$ cat src/rtl/mux2_sel.sv
// mux2_sel: two-input WIDTH-bit selector with a zero-latency output, a one-cycle
// registered copy qualified by out_valid, and a saturating count of select changes.
module mux2_sel #(
  parameter int WIDTH = 1,
  parameter int CNT_W = 8
) (
  input  logic             clk,
  input  logic             rst_n,
  input  logic [WIDTH-1:0] a,
  input  logic [WIDTH-1:0] b,
  input  logic             sel,
  input  logic             in_valid,
  output logic [WIDTH-1:0] y,
  output logic [WIDTH-1:0] y_q,
  output logic             out_valid,
  output logic             sel_q,
  output logic [CNT_W-1:0] toggle_cnt
);

  logic [WIDTH-1:0] w_mux;
  logic             w_sel_changed;
  logic             w_cnt_full;

  logic [WIDTH-1:0] r_y_q;
  logic             r_sel_q;
  logic             r_out_valid;
  logic             r_sel_prev;
  logic [CNT_W-1:0] r_toggle_cnt;

  assign w_mux         = sel ? b : a;
  assign w_sel_changed = sel ^ r_sel_prev;
  assign w_cnt_full    = &r_toggle_cnt;

  // Registered copy of the mux result; data and select hold while in_valid is low.
  always_ff @(posedge clk or negedge rst_n) begin
    if (!rst_n) begin
      r_y_q       <= '0;
      r_sel_q     <= 1'b0;
      r_out_valid <= 1'b0;
    end else begin
      r_out_valid <= in_valid;
      if (in_valid) begin
        r_y_q   <= w_mux;
        r_sel_q <= sel;
      end else begin
        r_y_q   <= r_y_q;
        r_sel_q <= r_sel_q;
      end
    end
  end

  // Select-change counter; sel_prev clears to 0 so a high sel after reset counts once.
  always_ff @(posedge clk or negedge rst_n) begin
    if (!rst_n) begin
      r_sel_prev   <= 1'b0;
      r_toggle_cnt <= '0;
    end else begin
      r_sel_prev <= sel;
      if (w_sel_changed && !w_cnt_full) begin
        r_toggle_cnt <= r_toggle_cnt + CNT_W'(1);
      end else begin
        r_toggle_cnt <= r_toggle_cnt;
      end
    end
  end

  assign y          = w_mux;
  assign y_q        = r_y_q;
  assign out_valid  = r_out_valid;
  assign sel_q      = r_sel_q;
  assign toggle_cnt = r_toggle_cnt;

endmodule

$ cat config.mk
export PLATFORM = sky130hd
export DESIGN_NAME = mux2_sel
export DESIGN_NICKNAME = d
export VERILOG_FILES = /design/src/rtl/mux2_sel.sv
export SDC_FILE = /design/constraint.sdc
export NUM_CORES = 1
export LEC_CHECK = 0
export BUFFER_PORTS_ARGS = -buffer_cell sky130_fd_sc_hd__buf_4
export CAP_MARGIN = 15
export CORE_MARGIN = 2
export CORE_UTILIZATION = 25
export DETAILED_ROUTE_END_ITERATION = 16
export HOLD_SLACK_MARGIN = 0.1
export PLACE_DENSITY_LB_ADDON = 0.25
export SYNTH_ARGS = -nofsm -noshare
export SYNTH_HDL_FRONTEND = slang
export SYNTH_SLANG_ARGS = --single-unit
$ cat constraint.sdc
create_clock -name clk -period 2.4 [get_ports clk]
set_input_delay 0.48 -clock clk [delete_from_list [all_inputs] [get_ports clk]]
set_output_delay 0.48 -clock clk [all_outputs]
set_load 0.02 [all_outputs]
==> results of run 1 <==
-- where the power goes --
group | internal (uW) | total [uW] | switching, uW
Sequential | 267 | 336 | 69.4
Combinational | 163 | 330 | 166
Clock | 92.2 | 163 | 71.2
-- area by class of cell --
cell class / instances / area [um^2]
Tap cell: 27 / 33.8
Sequential cell: 12 / 300
Fill cell: 219 / 1250
Clock buffer: 4 / 36.3
Multi-Input combinational cell: 30 / 241
Timing Repair Buffer: 18 / 138
-- sequential cells by signal (all words and copies together), names as in the netlist --
register	cells
sel_q	1
r_sel_prev	1
y_q	1
out_valid	1
toggle_cnt	8
-- placed cells by master (no fill, tap or decap) --
master / count
o21bai_1: 1
clkbuf_8: 1
xor2_2: 1
buf_4: 17
xnor2_1: 3
mux2_1: 2
nand2_1: 4
and2b_2: 1
nor2_1: 2
nand3_2: 1
mux2_4: 1
o21ai_2: 1
nand2_2: 1
nand4_1: 1
dlygate4sd3_1: 1
and3_2: 1
nand3_1: 1
o21ai_0: 1
nand2b_1: 1
dfrtp_1: 12
mux2_2: 4
a21oi_1: 2
ha_1: 1
clkbuf_4: 3
-- worst paths after layout --
path,startpoint,endpoint
max reg2reg,toggle_cnt[0]$_DFFE_PN0P_,toggle_cnt[6]$_DFFE_PN0P_
min,in_valid,out_valid$_DFF_PN0_
min reg2reg,toggle_cnt[4]$_DFFE_PN0P_,toggle_cnt[4]$_DFFE_PN0P_
max,sel,y
max in group asynchronous,rst_n,r_sel_prev$_DFF_PN0_
min in group asynchronous,rst_n,toggle_cnt[4]$_DFFE_PN0P_
-- repair_timing --
| item | CTS | global route |
|---|---|---|
| endpoints found under the hold margin | 12 | 0 |
| endpoints found under the setup margin | 0 | 0 |
| hold buffers | 1 | 0 |
-- metrics by stage --
step            util  hold WS (ps)  total power [uW]  instances
2_1_floorplan      -           184               532         42
3_3_place_gp   0.351           331               674         86
3_5_place_dp   0.351           332               679         86
4_1_cts        0.374           325               849         91
5_1_grt        0.374           317               888         91
6_report       0.374           336               829         91
-- worst register-to-register path: stages, from the launching register on --
cell and delay [ps]:
dfrtp_1 430, ha_1 230, nand2_1 160, and2b_2 270
nand2_2 80, mux2_4 290
-- layer usage --
metal	GRT usage	wire [um]
met3	0.0655	95
met2	0.156	530
met1	0.0914	393
met5	0	0
met4	0.0135	0
-- logic make-up after synthesis --
logic type | after synthesis
AOI/OAI and AO/OA | 5
xor gates and xnor gates | 4
DFF | 12
muxes | 7
adders and majority gates | 1
and+or+nand+nor | 13
==> results by group, run 1 <==
STA
  – Fin. Hold Viols: 0
  – Setup_tns: 0 ps
  – Min Clock Period, post-route: 1580 ps
  – RSZ-0062 raised after global routing: false
  – Setup ws final: 822 ps
  – Setup Skew: 4.31 ps
  – Slew margin rel.: 0.862
  – Fmax: 634 MHz
  – Final period utilization: 0.658
  – Slew Limit Fails: 0
  – Worst Tran Pin Value: 206 ps
  – Setup Viol. Count Final: 0

CTS
  – Clk sinks: 12
  – Number of gates resized after CTS: 0
  – Clock Tree Buf Depth: 2
  – Clk_lat worst skew: 270 ps
  – Reg clk slew, reported paths: 80 ps
  – CTS tree: yes
  – Root Buffer: clkbuf_4
  – # H-tree levels: 1
  – Total CTS buffers: 3
  – Setup Buffers After CTS: 0

Layout
  – Diode count: 0
  – Share of layout cells above drive strength 1: 0.500
  – Final net count: 72
  – Syn-to-layout area delta: 38.3%
  – Final instance area: 749 um^2

Setup path
  – Reg2reg path depth: 5
  – Cells along the critical path: buf_4 > mux2_2 > buf_4
  – R2R Setup Slk: 850 ps
  – Slowest stage delay, CP: 350 ps
  – Buffers & Inverters on Critical Path: 2
  – Worst-path maximum fanout: 4
  – Stages on the worst setup path: 3
  – Crit-path slowest cell: mux2_2
  – Setup crit start kind: input port
  – Worst setup EP type: primary output
  – Worst Setup Path Type: in2out
  – Crit-path leading delay family: multiplexers
  – Critical Path RT: 1920 ps
  – WP data arrival: 1100 ps
  – Most frequent CP cell: buf_4

Job
  – Maxcap violations: 0

Logic synthesis
  – Number of synthesized flops with an enable pin: 0
  – Synth Instances: 42
  – Mux cell area share after synthesis: 0.152
  – Distinct cells, synth: 20
  – Synth warn: 0
  – Register area share after synthesis: 0.554
  – Synth Area in Adders: 0.0231
  – Synth top area cells: dfrtp_1, mux2_2, xnor2_1
  – Area leader, netlist: dfrtp_1
  – Synth cell count leaders: dfrtp_1, mux2_2, nand2_1
  – Post-synthesis simple-gate area fraction: 0.134
  – Avg Inst Size Synth: 12.9 um^2
  – Synth Area in Compound Gates: 0.0577
  – Syn Nets: 49
  – Share of the synthesized area in the top cell type: 0.554
  – Largest family of logic cells by synthesized area: multiplexers
  – Seq cells post-synth: 12
  – Post-Synth XOR/XNOR Area: 0.0785
  – Async set-or-reset flop fraction in the synthesized netlist: 1.00
  – Synthesized area: 542 um^2
  – Most frequent cell after synthesis: dfrtp_1
  – Top FF cell, synth: dfrtp_1

Min path
  – Hold Crit Depth: 1
  – Min-Delay Path Class: in2reg

Global routing
  – Global Route Usage Sum: 0.0911
  – First-pass GRT wire length: 1640 um
  – Antenna violations before repair: 0
  – Overflow after GRT: 0
  – Vias in the first global route: 372
  – Largest net degree at the start of global routing: 13

Detailed routing
  – Number of vias in the routed layout: 393
  – Final WL: 1020 um
  – DRT iter0 DRCs: 1
  – Drt via density: 4.32
  – DR DRC count: 0
  – Pre-antenna DRT Iters: 2
  – DR WL/cell: 11.2 um
  – Routed Antenna Nets: 0

Die
  – Die width: 50.6 um
  – I/O pin count: 18
  – Die area: 0.00256 mm^2
  – Rows: 16
  – Die Ht: 50.6 um
  – Core Box Area: 0.00200 mm^2
  – Initial Utilization: 0.271

Placed design
  – Dpl hpwl: 814 um
  – Number of buffers added on ports: 17
  – Pre-CTS WS: 790 ps
  – Routability cong.: 0.737
  – Area after DPL: 703 um^2

Pwr
  – Max VDD drop: 0.373 mV
  – PwrDens: 1110 mW/mm^2
  – Leakage power: 0.000338 uW

Status
  – Status: completed
Power figures use the tool's default switching activity.
==> inputs of run 2 (changes only) <==
Clock period 2.4 ns to 1.3 ns, I/O delays scaled along.
==> results by group, run 2 (synthesized netlist as in run 1, its figures left out) <==
Job
  – Maxcap violations: 0 (unchanged)

CTS
  – Reg clk slew, reported paths: 70 ps (was 80 ps)
  – CTS tree: yes (unchanged)
  – Total CTS buffers: 3 (unchanged)
  – # H-tree levels: 1 (unchanged)
  – Clk sinks: 12 (unchanged)
  – Root Buffer: clkbuf_4 (unchanged)
  – Clock Tree Buf Depth: 2 (unchanged)
  – Clk_lat worst skew: 270 ps (about the same)

Layout
  – Finished Layout Cells: 105 (was 91)
  – Share of layout cells above drive strength 1: 0.692 (was 0.500)
  – Syn-to-layout area delta: 70.2% (was 38.3%)
  – Filler cells: 204 (was 219)
  – Commonest non-fill, non-tap cell in the layout: buf_4 (unchanged)
  – Max reg flops: 8 (unchanged)
  – Final instance area: 922 um^2 (was 749 um^2)
  – Core Util, Final: 0.461 (was 0.374)
  – Diode count: 0 (unchanged)
  – Commonest non-fill, non-tap cells in the layout: buf_4, dfrtp_1, dfrtp_2 (was buf_4, dfrtp_1, mux2_2, nand2_1)
  – Final net count: 86 (was 72)

STA
  – Fin. Hold Viols: 0 (unchanged)
  – Min Clock Period, post-route: 1350 ps
  – Setup ws final: -51.9 ps (was 822 ps)
  – Setup Skew: 0.942 ps (was 4.31 ps)
  – RSZ-0062 raised after global routing: true (was false)
  – Fmax: 740 MHz
  – Slew margin rel.: 0.864 (was 0.862)
  – Final period utilization: 1.04
  – Final hold slack: 229 ps (was 336 ps)
  – Slew Limit Fails: 0 (unchanged)
  – Setup Viol. Count Final: 3 (was 0)
  – Worst Tran Pin Value: 204 ps (was 206 ps)

Global routing
  – Largest net degree at the start of global routing: 13 (unchanged)
  – GRT busiest layer: met2 (unchanged)
  – Global Route Usage Sum: 0.104 (was 0.0911)
  – Overflow after GRT: 0 (unchanged)
  – Met3 Use GR: 0.0268 (was 0.0655)
  – Vias in the first global route: 470 (was 372)
  – Global routing met2 resource utilization: 0.154 (was 0.156)
  – Antenna violations before repair: 0 (unchanged)
  – GR Util met1: 0.128 (was 0.0914)
  – First-pass GRT wire length: 1910 um (was 1640 um)

Die
  – Core Box Area: 0.00200 mm^2 (unchanged)
  – Die Ht: 50.6 um (unchanged)
  – Rows: 16 (unchanged)
  – Initial Utilization: 0.271 (unchanged)
  – Die width: 50.6 um (unchanged)
  – Die area: 0.00256 mm^2 (unchanged)
  – I/O pin count: 18 (unchanged)

Placed design
  – Area after DPL: 823 um^2 (was 703 um^2)
  – Number of buffers added on ports: 17 (unchanged)
  – Placed instance count: 97 (was 86)
  – Dpl hpwl: 878 um (was 814 um)
  – Routability cong.: 0.701 (was 0.737)

Setup path
  – Buffers & Inverters on Critical Path: 0 (was 2)
  – Worst reg2reg startpoint: toggle_cnt[1]$_DFFE_PN0P_ (was toggle_cnt[0]$_DFFE_PN0P_)
  – Setup crit start kind: flop (was input port)
  – R2R Setup Slk: -50 ps (was 850 ps)
  – Crit-path leading delay family: flip-flops (was multiplexers)
  – Crit-path slowest cell: dfrtp_2 (was mux2_2)
  – WP data arrival: 1510 ps (was 1100 ps)
  – Worst-path maximum fanout: 2 (was 4)
  – Slowest stage delay, CP: 430 ps (was 350 ps)
  – Worst Setup Path Type: reg2reg (was in2out)
  – Cells along the critical path: ha_4 > nand2_4 > and2b_2 > nand2_2 > mux2_4 (was buf_4 > mux2_2 > buf_4)
  – Critical Path RT: 1460 ps (was 1920 ps)
  – FF-to-FF End: toggle_cnt[6]$_DFFE_PN0P_ (unchanged)
  – CP Launch Point: toggle_cnt[1]$_DFFE_PN0P_ (was sel)
  – Reg2reg path depth: 5 (unchanged)
  – Worst setup EP type: flop (was primary output)

Detailed routing
  – DR WL/cell: 10.9 um (was 11.2 um)
  – DRT iter0 DRCs: 4 (was 1)
  – Final WL: 1150 um (was 1020 um)
  – Pre-antenna DRT Iters: 4 (was 2)
  – Routed Antenna Nets: 0 (unchanged)
  – DR DRC count: 0 (unchanged)
  – Number of vias in the routed layout: 443 (was 393)
  – Drt via density: 4.22 (was 4.32)

Min path
  – Worst hold start: sel (was in_valid)
  – Hold Crit Depth: 2 (was 1)
  – Worst hold endpoint: r_sel_prev$_DFF_PN0_ (was out_valid$_DFF_PN0_)
  – Min-Delay Path Class: in2reg (unchanged)

Status
  – Failing checks: negative setup slack
  – Status: finished with violations (was completed)

Pwr
  – Leakage power: 0.000414 uW (was 0.000338 uW)
  – Max VDD drop: 1.19 mV (was 0.373 mV)
  – PwrDens: 2010 mW/mm^2 (was 1110 mW/mm^2)
  – Pwr Total: 1850 uW (was 829 uW)
## run 2: cell type report
class / count / area (um^2) / area share
Clock buffer: 4 / 36.3 / 0.0393
Multi-Input combinational cell: 30 / 293 / 0.318
Sequential cell: 12 / 307 / 0.332
Tap cell: 27 / 33.8 / 0.0366
Timing Repair Buffer: 32 / 253 / 0.274
## run 2: worst max-delay path by stage
| stage | endpoint | slack (ps) | cells past startpoint |
|---|---|---|---|
| final | toggle_cnt[6]$_DFFE_PN0P_ | -50 | 5 |
| after detailed placement | toggle_cnt[5]$_DFFE_PN0P_ | -80 | 5 |
| after CTS | toggle_cnt[5]$_DFFE_PN0P_ | -40 | 4 |
| after floorplan | toggle_cnt[6]$_DFFE_PN0P_ | -120 | 5 |
| after global placement | toggle_cnt[5]$_DFFE_PN0P_ | -80 | 5 |
| after global routing | toggle_cnt[7]$_DFFE_PN0P_ | -110 | 4 |
## run 2: worst register-to-register path, cell delays in order (launching register included)
cell	delay, ps
dfrtp_2	430
ha_4	170
nand2_4	60
and2b_2	230
nand2_2	60
mux2_4	290
## run 2: metrics by stage
stage	setup WS, ps	TNS, ps
floorplan	-116	-206
global placement	-76.5	-153
detailed placement	-82.9	-187
CTS	-43.7	-130
global route	-113	-350
finish	-51.9	-101
## run 2: per-layer routing
metal	up-vias	wire [um]
met4	0	0
li1	219	-
met5	-	0
met2	16	548
met3	0	67
met1	208	531
## run 2: power by group
| group | total (uW) | switching, uW | internal [uW] |
|---|---|---|---|
| Sequential | 614 | 107 | 506 |
| Combinational | 947 | 426 | 520 |
| Clock | 294 | 123 | 170 |
## run 2: timing repair
| action | CTS | global route |
|---|---|---|
| buffers inserted | 0 | 2 |
| hold buffers | 1 | 1 |
| endpoints found under the setup margin | 5 | 6 |
| resized for setup | 5 | 1 |
| endpoints found under the hold margin | 12 | 1 |
| pin swaps | 4 | 5 |
==> inputs of run 3 (changes only) <==
Settings changed: SKIP_CTS_REPAIR_TIMING set to 1.
==> results by group, run 3 (synthesized netlist as in run 1, its figures left out) <==
Pwr
  – Clock power share: 0.160 (was 0.158)
  – Psw: 663 uW (was 657 uW)
  – Reg power frac: 0.330 (was 0.331)
  – Internal: 1190 uW (was 1200 uW)
  – Max VDD drop: 1.17 mV (was 1.19 mV)
  – Leakage power: 0.000410 uW (was 0.000414 uW)
  – Combinational power share: 0.510 (was 0.511)
  – Net Sw Frac: 0.357 (was 0.354)
  – PwrDens: 2020 mW/mm^2 (was 2010 mW/mm^2)

Die
  – Die area: 0.00256 mm^2 (unchanged)
  – Core Box Area: 0.00200 mm^2 (unchanged)
  – Die Ht: 50.6 um (unchanged)
  – Die width: 50.6 um (unchanged)
  – I/O pin count: 18 (unchanged)
  – Initial Utilization: 0.271 (unchanged)
  – Rows: 16 (unchanged)

Setup path
  – Worst-path maximum fanout: 2 (unchanged)
  – Crit-path slowest cell: dfrtp_1 (was dfrtp_2)
  – Critical Path RT: 1460 ps (about the same)
  – Worst reg2reg startpoint: r_sel_prev$_DFF_PN0_ (was toggle_cnt[1]$_DFFE_PN0P_)
  – Worst Setup EP: toggle_cnt[6]$_DFFE_PN0P_ (unchanged)
  – Setup crit start kind: flop (unchanged)
  – Slowest stage delay, CP: 400 ps (was 430 ps)
  – FF-to-FF End: toggle_cnt[6]$_DFFE_PN0P_ (unchanged)
  – Worst setup EP type: flop (unchanged)
  – WP data arrival: 1550 ps (was 1510 ps)
  – CP Launch Point: r_sel_prev$_DFF_PN0_ (was toggle_cnt[1]$_DFFE_PN0P_)
  – Reg2reg path depth: 5 (unchanged)
  – R2R Setup Slk: -80 ps (was -50 ps)
  – Cells along the critical path: xor2_2 > buf_4 > and2b_2 > nand2_2 > mux2_4 (was ha_4 > nand2_4 > and2b_2 > nand2_2 > mux2_4)
  – Worst Setup Path Type: reg2reg (unchanged)

Layout
  – Diode count: 0 (unchanged)
  – Max reg flops: 8 (unchanged)
  – Final net count: 85 (was 86)
  – Area of the multi-input gates: 293 um^2 (unchanged)
  – Commonest non-fill, non-tap cells in the layout: buf_4, dfrtp_1, dfrtp_2 (unchanged)
  – Finished Layout Cells: 104 (was 105)
  – Register area: 307 um^2 (unchanged)
  – Syn-to-layout area delta: 69.5% (was 70.2%)
  – Share of layout cells above drive strength 1: 0.688 (was 0.692)
  – Final instance area: 918 um^2 (was 922 um^2)
  – Filler cells: 205 (was 204)
  – Commonest non-fill, non-tap cell in the layout: buf_4 (unchanged)

CTS
  – Root Buffer: clkbuf_4 (unchanged)
  – # H-tree levels: 1 (unchanged)
  – Clk sinks: 12 (unchanged)
  – CTS tree: yes (unchanged)
  – Clock Tree Buf Depth: 2 (unchanged)
  – Total CTS buffers: 3 (unchanged)
  – Reg clk slew, reported paths: 80 ps (was 70 ps)
  – Clk_lat worst skew: 270 ps (about the same)

Job
  – Maxcap violations: 0 (unchanged)

Placed design
  – Dpl hpwl: 878 um (unchanged)
  – Number of buffers added on ports: 17 (unchanged)
  – Routability cong.: 0.701 (unchanged)
  – Placed instance count: 97 (unchanged)
  – Area after DPL: 823 um^2 (unchanged)

Detailed routing
  – Drt via density: 4.21 (was 4.22)
  – Pre-antenna DRT Iters: 4 (unchanged)
  – Final WL: 1140 um (was 1150 um)
  – DR WL/cell: 10.9 um (about the same)
  – Routed Antenna Nets: 0 (unchanged)
  – Number of vias in the routed layout: 438 (was 443)
  – DRT iter0 DRCs: 2 (was 4)
  – DR DRC count: 0 (unchanged)

STA
  – Min Clock Period, post-route: 1380 ps (was 1350 ps)
  – Setup ws final: -82.5 ps (was -51.9 ps)
  – Slew Limit Fails: 0 (unchanged)
  – Fin. Hold Viols: 0 (unchanged)
  – Setup Viol. Count Final: 4 (was 3)
  – Final period utilization: 1.06 (was 1.04)
  – Slew margin rel.: 0.865 (was 0.864)
  – Worst Tran Pin Value: 203 ps (was 204 ps)
  – Fmax: 723 MHz (was 740 MHz)
  – Setup Skew: 3.60 ps (was 0.942 ps)
  – RSZ-0062 raised after global routing: true (unchanged)

Min path
  – Min-Delay Path Class: in2reg (unchanged)

Global routing
  – First-pass GRT wire length: 1920 um (was 1910 um)
  – Overflow after GRT: 0 (unchanged)
  – Largest net degree at the start of global routing: 13 (unchanged)
  – Vias in the first global route: 456 (was 470)
  – Global Route Usage Sum: 0.104 (unchanged)
  – Antenna violations before repair: 0 (unchanged)

Status
  – Status: finished with violations (unchanged)
  – Failing checks: negative setup slack (unchanged)
-- run 3: worst min-delay path by stage --
stage	startpoint	end	slack (ps)	depth (start not counted)
after floorplan	rst_n	out_valid$_DFF_PN0_	-40	0
after global placement	rst_n	toggle_cnt[7]$_DFFE_PN0P_	110	1
after detailed placement	rst_n	toggle_cnt[7]$_DFFE_PN0P_	110	1
after CTS	rst_n	toggle_cnt[4]$_DFFE_PN0P_	-190	1
after global routing	sel	r_sel_prev$_DFF_PN0_	210	2
final	sel	r_sel_prev$_DFF_PN0_	230	2
-- run 3: layout make-up --
class | instances | share of cell area
Sequential cell | 12 | 0.334
Tap cell | 27 | 0.0368
Multi-Input combinational cell | 30 | 0.319
Timing Repair Buffer | 31 | 0.271
Clock buffer | 4 | 0.0395
-- run 3: through the flow --
step                total power (uW)  utilization  setup WS (ps)  hold WS (ps)  TNS [ps]
floorplan                       1070            -           -116         -35.6      -206
global placement                1490        0.411          -76.5           110      -153
detailed placement              1500        0.411          -82.9           113      -187
CTS                             1810        0.429          -68.7          -191      -194
global route                    2000        0.459           -127           208      -466
finish                          1860        0.459          -82.5           226      -229
-- run 3: metal layers --
layer | up-vias | part of all wire | global-route usage | wire, um
met5 | - | 0 | 0 | 0
met3 | 2 | 0.059 | 0.0268 | 67
met1 | 200 | 0.48 | 0.132 | 545
met2 | 18 | 0.45 | 0.149 | 509
li1 | 218 | - | - | -
met4 | 0 | 0.014 | 0.0811 | 16
-- run 3: power by group through the flow --
stage                     clock, uW  combinational, uW  sequential, uW
after detailed placement          0                880             624
after global placement            0                873             618
final                           297                947             614
after floorplan                   0                275             800
after global routing            344               1020             633
after CTS                       308                882             617
-- run 3: worst max-delay path: cells and delay by family, from the launching register on --
family	cells	cell delay [ps]
mux	1	290
xor+xnor	1	180
buf+inv	1	140
simple gates	2	260
flops	1	400
